--- config.mk ---
export PLATFORM = sky130hd
export DESIGN_NAME = present_cipher_core_flat
export DESIGN_NICKNAME = d
export VERILOG_FILES = /design/src/rtl/present_cipher_core_if.sv /design/src/rtl/present_cipher_core.sv /design/src/flat_wrapper.sv
export SDC_FILE = /design/constraint.sdc
export NUM_CORES = 1
export LEC_CHECK = 0
export CAP_MARGIN = 20
export CORE_MARGIN = 10
export CORE_UTILIZATION = 50
export DETAILED_ROUTE_END_ITERATION = 8
export DONT_BUFFER_PORTS = 1
export HOLD_SLACK_MARGIN = 0.02
export SLEW_MARGIN = 5
export SYNTH_ARGS = -nofsm -noshare
export SYNTH_HDL_FRONTEND = slang
export SYNTH_SLANG_ARGS = --single-unit
--- constraint.sdc ---
create_clock -name clk -period 4.4 [get_ports clk]
set_clock_uncertainty 0.05 [all_clocks]
set_input_delay 0.44 -clock clk [delete_from_list [all_inputs] [get_ports clk]]
set_output_delay 0.44 -clock clk [all_outputs]
set_load 0.005 [all_outputs]
--- src/rtl/present_cipher_core_if.sv ---
// rtl/present_cipher_core_if.sv - key/block/result handshake bundle for the PRESENT core
interface present_cipher_core_if #(
  parameter int KEY_WIDTH = 80
);
  logic                 key_load;
  logic [KEY_WIDTH-1:0] key_in;
  logic                 key_ready;
  logic                 in_valid;
  logic                 in_ready;
  logic                 in_mode;
  logic [63:0]          in_data;
  logic                 out_valid;
  logic                 out_ready;
  logic [63:0]          out_data;

  modport master (output key_load, key_in, in_valid, in_mode, in_data, out_ready,
                  input  key_ready, in_ready, out_valid, out_data);
  modport slave  (input  key_load, key_in, in_valid, in_mode, in_data, out_ready,
                  output key_ready, in_ready, out_valid, out_data);
endinterface

--- src/rtl/present_cipher_core.sv ---
// rtl/present_cipher_core.sv - PRESENT-64 encrypt/decrypt engine, one round per clock
module present_cipher_core #(
  parameter int KEY_WIDTH = 80,
  parameter int NR_ROUNDS = 31
) (
  input logic                  clk,
  input logic                  n_reset,
  present_cipher_core_if.slave bus
);
  if (KEY_WIDTH != 80 && KEY_WIDTH != 128) begin : g_bad_key_width
    $error("present_cipher_core: KEY_WIDTH must be 80 or 128");
  end
  if (NR_ROUNDS < 1 || NR_ROUNDS > 31) begin : g_bad_rounds
    $error("present_cipher_core: NR_ROUNDS must be 1..31");
  end

  localparam int         XOR_LSB    = (KEY_WIDTH == 128) ? 62 : 15;
  localparam logic [4:0] LAST_ROUND = 5'(NR_ROUNDS);

  typedef enum logic [1:0] {IDLE, KEYEXP, BUSY, DONE} state_t;

  function automatic logic [3:0] sbox(input logic [3:0] x);
    case (x)
      4'h0: sbox = 4'hC;  4'h1: sbox = 4'h5;  4'h2: sbox = 4'h6;  4'h3: sbox = 4'hB;
      4'h4: sbox = 4'h9;  4'h5: sbox = 4'h0;  4'h6: sbox = 4'hA;  4'h7: sbox = 4'hD;
      4'h8: sbox = 4'h3;  4'h9: sbox = 4'hE;  4'hA: sbox = 4'hF;  4'hB: sbox = 4'h8;
      4'hC: sbox = 4'h4;  4'hD: sbox = 4'h7;  4'hE: sbox = 4'h1;  default: sbox = 4'h2;
    endcase
  endfunction

  // Inverse table is searched out of the forward one so the two can never disagree.
  function automatic logic [3:0] sbox_inv(input logic [3:0] x);
    logic [3:0] r;
    r = '0;
    for (int v = 0; v < 16; v++) begin
      if (sbox(4'(v)) == x) r = 4'(v);
    end
    return r;
  endfunction

  function automatic logic [63:0] s_layer(input logic [63:0] x);
    logic [63:0] y;
    for (int n = 0; n < 16; n++) y[4*n +: 4] = sbox(x[4*n +: 4]);
    return y;
  endfunction

  function automatic logic [63:0] s_inv_layer(input logic [63:0] x);
    logic [63:0] y;
    for (int n = 0; n < 16; n++) y[4*n +: 4] = sbox_inv(x[4*n +: 4]);
    return y;
  endfunction

  function automatic logic [63:0] p_layer(input logic [63:0] x);
    logic [63:0] y;
    for (int j = 0; j < 64; j++) y[(j == 63) ? 63 : (16 * j) % 63] = x[j];
    return y;
  endfunction

  function automatic logic [63:0] p_inv_layer(input logic [63:0] x);
    logic [63:0] y;
    for (int j = 0; j < 64; j++) y[j] = x[(j == 63) ? 63 : (16 * j) % 63];
    return y;
  endfunction

  function automatic logic [KEY_WIDTH-1:0] key_f(input logic [KEY_WIDTH-1:0] k, input logic [4:0] i);
    logic [KEY_WIDTH-1:0] t;
    t = {k[KEY_WIDTH-62:0], k[KEY_WIDTH-1:KEY_WIDTH-61]};
    t[KEY_WIDTH-1 -: 4] = sbox(t[KEY_WIDTH-1 -: 4]);
    if (KEY_WIDTH == 128) t[KEY_WIDTH-5 -: 4] = sbox(t[KEY_WIDTH-5 -: 4]);
    t[XOR_LSB +: 5] = t[XOR_LSB +: 5] ^ i;
    return t;
  endfunction

  function automatic logic [KEY_WIDTH-1:0] key_f_inv(input logic [KEY_WIDTH-1:0] k, input logic [4:0] i);
    logic [KEY_WIDTH-1:0] t;
    t = k;
    t[XOR_LSB +: 5] = t[XOR_LSB +: 5] ^ i;
    t[KEY_WIDTH-1 -: 4] = sbox_inv(t[KEY_WIDTH-1 -: 4]);
    if (KEY_WIDTH == 128) t[KEY_WIDTH-5 -: 4] = sbox_inv(t[KEY_WIDTH-5 -: 4]);
    return {t[60:0], t[KEY_WIDTH-1:61]};
  endfunction

  state_t               state, state_nx;
  logic [KEY_WIDTH-1:0] ekey, dkey, kreg, key_fwd, key_bwd, key_nx;
  logic [63:0]          st, st_nx, out_data_q;
  logic [4:0]           rnd;
  logic                 mode, kx_fin, key_ready_q, can_accept, last_round;

  // kreg is the expansion scratch register during KEYEXP and the live round key during BUSY.
  assign key_fwd    = key_f(kreg, rnd);
  assign key_bwd    = key_f_inv(kreg, rnd);
  assign key_nx     = mode ? key_bwd : key_fwd;
  assign st_nx      = mode ? s_inv_layer(p_inv_layer(st ^ kreg[KEY_WIDTH-1 -: 64]))
                           : p_layer(s_layer(st ^ kreg[KEY_WIDTH-1 -: 64]));
  assign last_round = mode ? (rnd == 5'd1) : (rnd == LAST_ROUND);
  assign can_accept = (state == IDLE) && key_ready_q && !bus.key_load;

  assign bus.key_ready = key_ready_q;
  assign bus.out_data  = out_data_q;

  always_ff @(posedge clk) begin
    if (!n_reset) state <= IDLE;
    else          state <= state_nx;
  end

  always_comb begin
    state_nx      = state;
    bus.in_ready  = can_accept;
    bus.out_valid = (state == DONE);
    case (state)
      IDLE:    if (bus.key_load) state_nx = KEYEXP;
               else if (bus.in_valid && can_accept) state_nx = BUSY;
      KEYEXP:  if (!bus.key_load && kx_fin) state_nx = IDLE;
      BUSY:    if (last_round) state_nx = DONE;
      DONE:    if (bus.out_ready) state_nx = IDLE;
      default: state_nx = IDLE;
    endcase
  end

  always_ff @(posedge clk) begin
    if (!n_reset) begin
      ekey        <= '0;
      dkey        <= '0;
      kreg        <= '0;
      st          <= '0;
      out_data_q  <= '0;
      rnd         <= '0;
      mode        <= 1'b0;
      kx_fin      <= 1'b0;
      key_ready_q <= 1'b0;
    end else if (bus.key_load && (state == IDLE || state == KEYEXP)) begin
      ekey        <= bus.key_in;
      kreg        <= bus.key_in;
      rnd         <= 5'd1;
      kx_fin      <= 1'b0;
      key_ready_q <= 1'b0;
    end else begin
      case (state)
        IDLE: if (bus.in_valid && can_accept) begin
          st   <= bus.in_data;
          mode <= bus.in_mode;
          kreg <= bus.in_mode ? dkey : ekey;
          rnd  <= bus.in_mode ? LAST_ROUND : 5'd1;
        end
        KEYEXP: if (kx_fin) begin
          dkey        <= kreg;
          key_ready_q <= 1'b1;
          kx_fin      <= 1'b0;
        end else begin
          kreg <= key_fwd;
          // Hold the counter at the last round so it never leaves 1..31.
          if (rnd == LAST_ROUND) kx_fin <= 1'b1;
          else                   rnd    <= rnd + 5'd1;
        end
        BUSY: begin
          st   <= st_nx;
          kreg <= key_nx;
          if (last_round)  out_data_q <= st_nx ^ key_nx[KEY_WIDTH-1 -: 64];
          else if (mode)   rnd        <= rnd - 5'd1;
          else             rnd        <= rnd + 5'd1;
        end
        default: ;
      endcase
    end
  end
endmodule
--- src/flat_wrapper.sv ---
// flat-port wrapper written by rule: the top's interface ports become plain ports
module present_cipher_core_flat 
#(
  parameter int KEY_WIDTH = 80,
  parameter int NR_ROUNDS = 31
)
  (clk, n_reset, bus_key_load, bus_key_in, bus_in_valid, bus_in_mode, bus_in_data, bus_out_ready, bus_key_ready, bus_in_ready, bus_out_valid, bus_out_data);
  present_cipher_core_if #(.KEY_WIDTH(KEY_WIDTH)) bus_i ();
  input logic clk;
  input logic n_reset;
  input wire logic [$bits(bus_i.key_load)-1:0] bus_key_load;
  input wire logic [$bits(bus_i.key_in)-1:0] bus_key_in;
  input wire logic [$bits(bus_i.in_valid)-1:0] bus_in_valid;
  input wire logic [$bits(bus_i.in_mode)-1:0] bus_in_mode;
  input wire logic [$bits(bus_i.in_data)-1:0] bus_in_data;
  input wire logic [$bits(bus_i.out_ready)-1:0] bus_out_ready;
  output wire logic [$bits(bus_i.key_ready)-1:0] bus_key_ready;
  output wire logic [$bits(bus_i.in_ready)-1:0] bus_in_ready;
  output wire logic [$bits(bus_i.out_valid)-1:0] bus_out_valid;
  output wire logic [$bits(bus_i.out_data)-1:0] bus_out_data;
  assign bus_i.key_load = bus_key_load;
  assign bus_i.key_in = bus_key_in;
  assign bus_i.in_valid = bus_in_valid;
  assign bus_i.in_mode = bus_in_mode;
  assign bus_i.in_data = bus_in_data;
  assign bus_i.out_ready = bus_out_ready;
  assign bus_key_ready = bus_i.key_ready;
  assign bus_in_ready = bus_i.in_ready;
  assign bus_out_valid = bus_i.out_valid;
  assign bus_out_data = bus_i.out_data;
  present_cipher_core #(.KEY_WIDTH(KEY_WIDTH), .NR_ROUNDS(NR_ROUNDS)) u_core (.clk(clk), .n_reset(n_reset), .bus(bus_i));
endmodule
[After elaboration in Yosys (flattened, before gate mapping)]
Memories as Yosys holds them, arrays and structs flattened. A register that Yosys moved wholly into a read port is not among the register bits.
Index checks and enable logic that the tools add are counted.
W data, S select, Z words.
Word-level totals
  output and inout port bits: 67
  register bits: 378
  word-level logic and storage cells: 612
  bits in read-only memories: 1088
  memories kept: 17
Memories
  (name not given): depth 16, width 4, read ports 1, clocked after memory_dff 0, wr ports 0, RTL line present_cipher_core.sv:23  | case (x)
  (name not given): depth 16, width 4, read ports 1, clocked after memory_dff 0, wr ports 0, RTL line present_cipher_core.sv:23
  (name not given): depth 16, width 4, read ports 1, clocked after memory_dff 0, wr ports 0, RTL line present_cipher_core.sv:23
  (name not given): depth 16, width 4, read ports 1, clocked after memory_dff 0, wr ports 0, RTL line present_cipher_core.sv:23
  (name not given): depth 16, width 4, read ports 1, clocked after memory_dff 0, wr ports 0, RTL line present_cipher_core.sv:23
  (name not given): depth 16, width 4, read ports 1, clocked after memory_dff 0, wr ports 0, RTL line present_cipher_core.sv:23
  +11 memories
Operators by class
  bitwise logic cells: 6
  eq/ne operators: 255
  add/sub/neg operators: 2
  mux-type cells: 283
  reductions and logical operators: 38
Operator list (number)
  $mux W4: 138
  $eq A4 B4 Y1 const A: 119
  $mux W80: 5
  $eq A3 B4 Y1 const A: 68
  $pmux W80 S3: 1
  $mux W3: 68
  $eq A2 B4 Y1 const A: 34
  $mux W64: 2
  $pmux W64 S2: 1
  $xor A64 B64 Y64: 2
  $mux W2: 39
  $eq A1 B4 Y1 const A: 17
  $logic_not A4 Y1: 17
  $mux W5: 6
  $mux W1: 21
  $ne A3 B3 Y1 const B: 5
  $pmux W5 S3: 1
  $reduce_and A3 Y1: 5
  $ne A2 B2 Y1 const B: 5
  $reduce_and A5 Y1: 2
  $xor A5 B5 Y5: 2
  $pmux W2 S4: 1
  $add A5 B1 Y5 const B: 1
  $eq A5 B1 Y1 const B: 1
  other kinds (16): 23

[Depth between registers and ports, before layout]
  word-level depth: 21
  mapped depth: 13
  gate-level depth less buffers: 11

[Worst setup path before layout]
No wires, ideal clock.
  path type: reg2reg
  from: register u_core.state[1]
  to: register u_core.key_fwd[76] (netlist name)
  stages on the path, launching flop included: 14
  path buffers: 2
  slack: 1.623 ns
  data arrival time: 2.607 ns
  required time: 4.229 ns
  cells stage by stage: dfxtp_1 > inv_1 > ha_1 > buf_2 > and3b_1 > buf_2 > a211o_1 > a211oi_1 > a22o_1 > inv_1 > ha_1 > nor2_1 > mux2i_1 > mux2_2
Between the ends
  cells in the longest elaborated chain, start to end: 8
  elaborated cells on any way between the ends: 16
  classes of those cells: eq/ne: 4; mux: 4; reduce/logical: 8
RTL lines
  start, declared: RTL line present_cipher_core.sv:83  | state_t state, state_nx;
  start signal, assigned: RTL line present_cipher_core.sv:103  | else state <= state_nx;
  $logic_not A2 Y1: RTL line present_cipher_core.sv:96, present_cipher_core.sv:131, present_cipher_core.sv:138
  $logic_and A1 B1 Y1 (2 in series): RTL line present_cipher_core.sv:96  | assign can_accept = (state == IDLE) && key_ready_q && !bus.key_load;
  $logic_and A1 B1 Y1: RTL line present_cipher_core.sv:139  | IDLE: if (bus.in_valid && can_accept) begin
  $ne A3 B3 Y1 (no source line)
  $reduce_and A3 Y1 (no source line)
  $mux W4 (no source line) * (2 in series)
Every way passes the cells marked *; elsewhere a longest branch is shown, timed or not.
A chain may end at the register's enable or synchronous reset.

[Worst setup path after layout]
  from: register u_core.state[1]
  to: register u_core.kreg[32]
Between the ends
  cells in the longest elaborated chain, start to end: 6
  elaborated cells on any way between the ends: 14
  classes of those cells: eq/ne: 4; mux: 2; reduce/logical: 8
RTL lines
  $logic_not A2 Y1: RTL line present_cipher_core.sv:96, present_cipher_core.sv:131, present_cipher_core.sv:138
  $logic_and A1 B1 Y1 (2 in series): RTL line present_cipher_core.sv:96
  $logic_and A1 B1 Y1: RTL line present_cipher_core.sv:139
  $ne A3 B3 Y1 (no source line)
  $reduce_and A3 Y1 (no source line)
  end signal, assigned: RTL line present_cipher_core.sv:133  | kreg <= bus.key_in;
  end signal, assigned: RTL line present_cipher_core.sv:142  | kreg <= bus.in_mode ? dkey : ekey;
  end signal, assigned: RTL line present_cipher_core.sv:150  | kreg <= key_fwd;
  end, declared: RTL line present_cipher_core.sv:84  | logic [KEY_WIDTH-1:0] ekey, dkey, kreg, key_fwd, key_bwd, key_nx;
Several ways; a longest one is shown, not always the timed one.

==> flow_metrics.tcl <==
set metrics [dict create \
    row_count 81 \
    final_common_cell "nand2_1" \
    relSlewSlack_pct 22.5 \
    drive_above_1_share_pct 10.9 \
    synthCells 3119 \
    vias_per_cell 6.69 \
    place_congestion 0.995 \
    synthTopCellsByArea "dfxtp_1 (31%), nand2_1 (7.4%), a21oi_1 (7.0%)" \
    utilization_pct 57.4 \
    hp-class "in2reg" \
    multi_input_area_um2 15800 \
    worstPathMaxFanout 71 \
    core_area_um2 48800 \
    ios 217 \
    start_util_pct 50.6 \
    h-tree-depth 2 \
    hold_viol_final 0 \
    grt_antenna_before_repair 9 \
    die-area_um2 58700 \
    yosysSeqAreaShare_pct 31.0 \
    tns_ns 0 \
    synth_seq_cells 382 \
    cp-end-kind "register" \
    fin_crit_ns 4.13 \
    synth_top_area_share_pct 31.0 \
    cts-resized-gates 0 \
    synth_fp_nets 3347 \
    nNetsFinal 3323 \
    wirelength_mm 117 \
    cts.sink_count 382 \
    dp_hpwl_mm 81.0 \
    drt-wirelength-per-cell_um 30.8 \
    power_density_nw_per_um2 759 \
    drtIter0Drc 3718 \
    path_clk_slew_ns 0.07 \
    period_share_pct 93.9 \
    grtUsageTotal_pct 37.8 \
    yosysTopAreaCell "dfxtp_1" \
    regArea_um2 7650 \
    clock_path_buffers 3 \
    path_class "reg2reg" \
    grt_max_degree 146 \
    areaGrowthSynthToFinish_pct 13.5 \
    status "finished, violations left" \
    die_w_um 242 \
    p_sw_share_pct 50.7 \
    yosysUniqueCellTypes 79 \
    synth_edf_count 0 \
    grt_pass1_wl_mm 167 \
    p_comb_share_pct 55.8 \
    tightestPinTransition_ns 1.16 \
    grt_pass1_vias 23100 \
    fmax_ghz 0.242 \
    avgSynthCellArea_um2 7.92 \
    synth_flop_cell "dfxtp_1" \
    pwr-share-seq_pct 25.1 \
    clock_latency_ns 0.63 \
    drc 3 \
    final-setup-viol-count 0 \
    cts_buffers 46 \
    layout_common_cells "nand2_1 (485), dfxtp_1 (381), a21oi_1 (346)" \
    vias 25400 \
    violations "DRC" \
    tritoncts "done" \
    die_y_um 242 \
    overflow 0 \
    numPortBuffers 0 \
    worst_ir_drop_vdd_uv 456 \
    synth_area_um2 24700 \
    internal_power_w 0.0105 \
    ys_warn_count 0 \
    cp_data_required_time_ns 4.77 \
    pwr-share-clk_pct 19.1 \
    startpoint_type "register" \
    cts_root_buffer "clkbuf_16" \
    p_leak_nw 10.5 \
    rsz0062_at_grt "no" \
    cap_violations 0 \
    total_power_w 0.0213 \
    postCtsHoldBufs 120 \
    fill_cells 4499 \
    cts_setup_buffers 0 \
    drt_pass1_iterations 9 \
    p_sw_w 0.0108 \
    synthArstFlopShare_pct 0 \
    ant_nets 0 \
    drv_slew 0 \
    worstPathArrival_ns 4.50 \
]
-- flip-flops by register name, indices dropped and copies added, names as in the netlist --
name and cells:
u_core.state 2, u_core.ekey 80, u_core.st 64, u_core.bus.key_ready 1
u_core.rnd 5, u_core.key_fwd 4, u_core.dkey 80, u_core.kx_fin 1
u_core.bus.out_data 64, u_core.mode 1, u_core.kreg 80
-- synthesized netlist by cell type, types with 6 or more instances --
| library cell | count |
|---|---|
| o311a_1 | 28 |
| a22oi_1 | 7 |
| a221oi_1 | 37 |
| a211o_1 | 28 |
| nand3_1 | 102 |
| o221a_2 | 6 |
| o21ai_1 | 22 |
| mux4_2 | 16 |
| inv_1 | 35 |
| xnor2_2 | 11 |
| xor2_2 | 19 |
| nand2_1 | 486 |
| xnor2_1 | 115 |
| nand3b_1 | 11 |
| buf_1 | 41 |
| o211ai_1 | 31 |
| nor2_1 | 228 |
| inv_2 | 25 |
| mux2i_1 | 107 |
| clkbuf_1 | 175 |
| and3_1 | 22 |
| o21a_1 | 7 |
| a222oi_1 | 40 |
| a21o_1 | 17 |
| a211oi_1 | 97 |
| a21oi_1 | 347 |
| o21ai_0 | 133 |
| a31oi_1 | 45 |
| mux2_2 | 71 |
| o2111ai_1 | 9 |
| dfxtp_1 | 382 |
| a22o_1 | 32 |
| nor3_1 | 54 |
| or3_1 | 9 |
| ha_1 | 78 |
| a311oi_1 | 23 |
| xor2_1 | 61 |
| buf_2 | 60 |
-- path summary, 6_finish.rpt --
kind,startpoint,end,slack (ns),cells after the start
worst max-delay path,u_core.state[1],u_core.kreg[32],0.27,9
worst min-delay path,bus_in_data[53],u_core.st[53],0.03,2
worst max register to register,u_core.state[1],u_core.kreg[32],0.27,9
worst min register to register,u_core.dkey[37],u_core.dkey[37],0.40,2
-- layout make-up --
type,instances,share of cell area (%)
Inverter,65,0.906
Multi-Input combinational cell,2394,56.2
Clock buffer,69,4.95
Clock inverter,13,0.696
Tap cell,664,2.96
Antenna cell,10,0.0892
Timing Repair Buffer,206,6.92
Sequential cell,382,27.3
-- critical path, cell delays in order, from the launching register on --
cell and delay (ns):
dfxtp_1 0.45, inv_1 0.10, ha_2 0.53, o21a_4 0.53, buf_12 0.30, nor3_2 0.33
buf_4 0.39, nand2_1 0.11, o311a_1 0.12, a211oi_1 0.95
-- per-stage QoR --
| stage | hold slack [ns] | instance area, µm² | setup WS [ns] | std cells |
|---|---|---|---|---|
| after CTS | 0.0203 | 28000 | 0.505 | 3793 |
| after global placement | 0.389 | 25200 | 0.556 | 3590 |
| after global routing | 0.0362 | 28000 | 0.328 | 3797 |
| final | 0.0314 | 28000 | 0.269 | 3803 |
| after floorplan | 0.383 | 24700 | 1.62 | 3119 |
| after detailed placement | 0.396 | 25200 | 0.522 | 3591 |
-- routing by layer --
| layer | up-vias | wire length [µm] | track usage (%) |
|---|---|---|---|
| met4 | 0 | 7880 | 23.0 |
| met3 | 316 | 14000 | 9.65 |
| met2 | 1574 | 50100 | 56.2 |
| met5 | - | 0 | 0 |
| li1 | 11200 | - | - |
| met1 | 12400 | 45100 | 48.6 |
-- cell families after synthesis --
logic type               Yosys count  synth area share, %
AND/OR/NAND/NOR                  947                 16.1
flip-flops                       382                 31.0
XOR/XNOR                         209                 8.49
multiplexers                     196                 9.12
AO/OA/AOI/OAI                    963                 25.8
adder cells (fa/ha/maj)           79                 3.99
buffers and inverters            343                 5.56
-- power by group through the flow --
stage | registers, W | clock network (W) | logic, W
floorplan | 0.00442 | 0 | 0.00787
global placement | 0.00528 | 0 | 0.0112
detailed placement | 0.00530 | 0 | 0.0113
CTS | 0.00523 | 0.00407 | 0.0115
global route | 0.00531 | 0.00422 | 0.0125
finish | 0.00535 | 0.00406 | 0.0119
(Power assumes the default switching activity.)
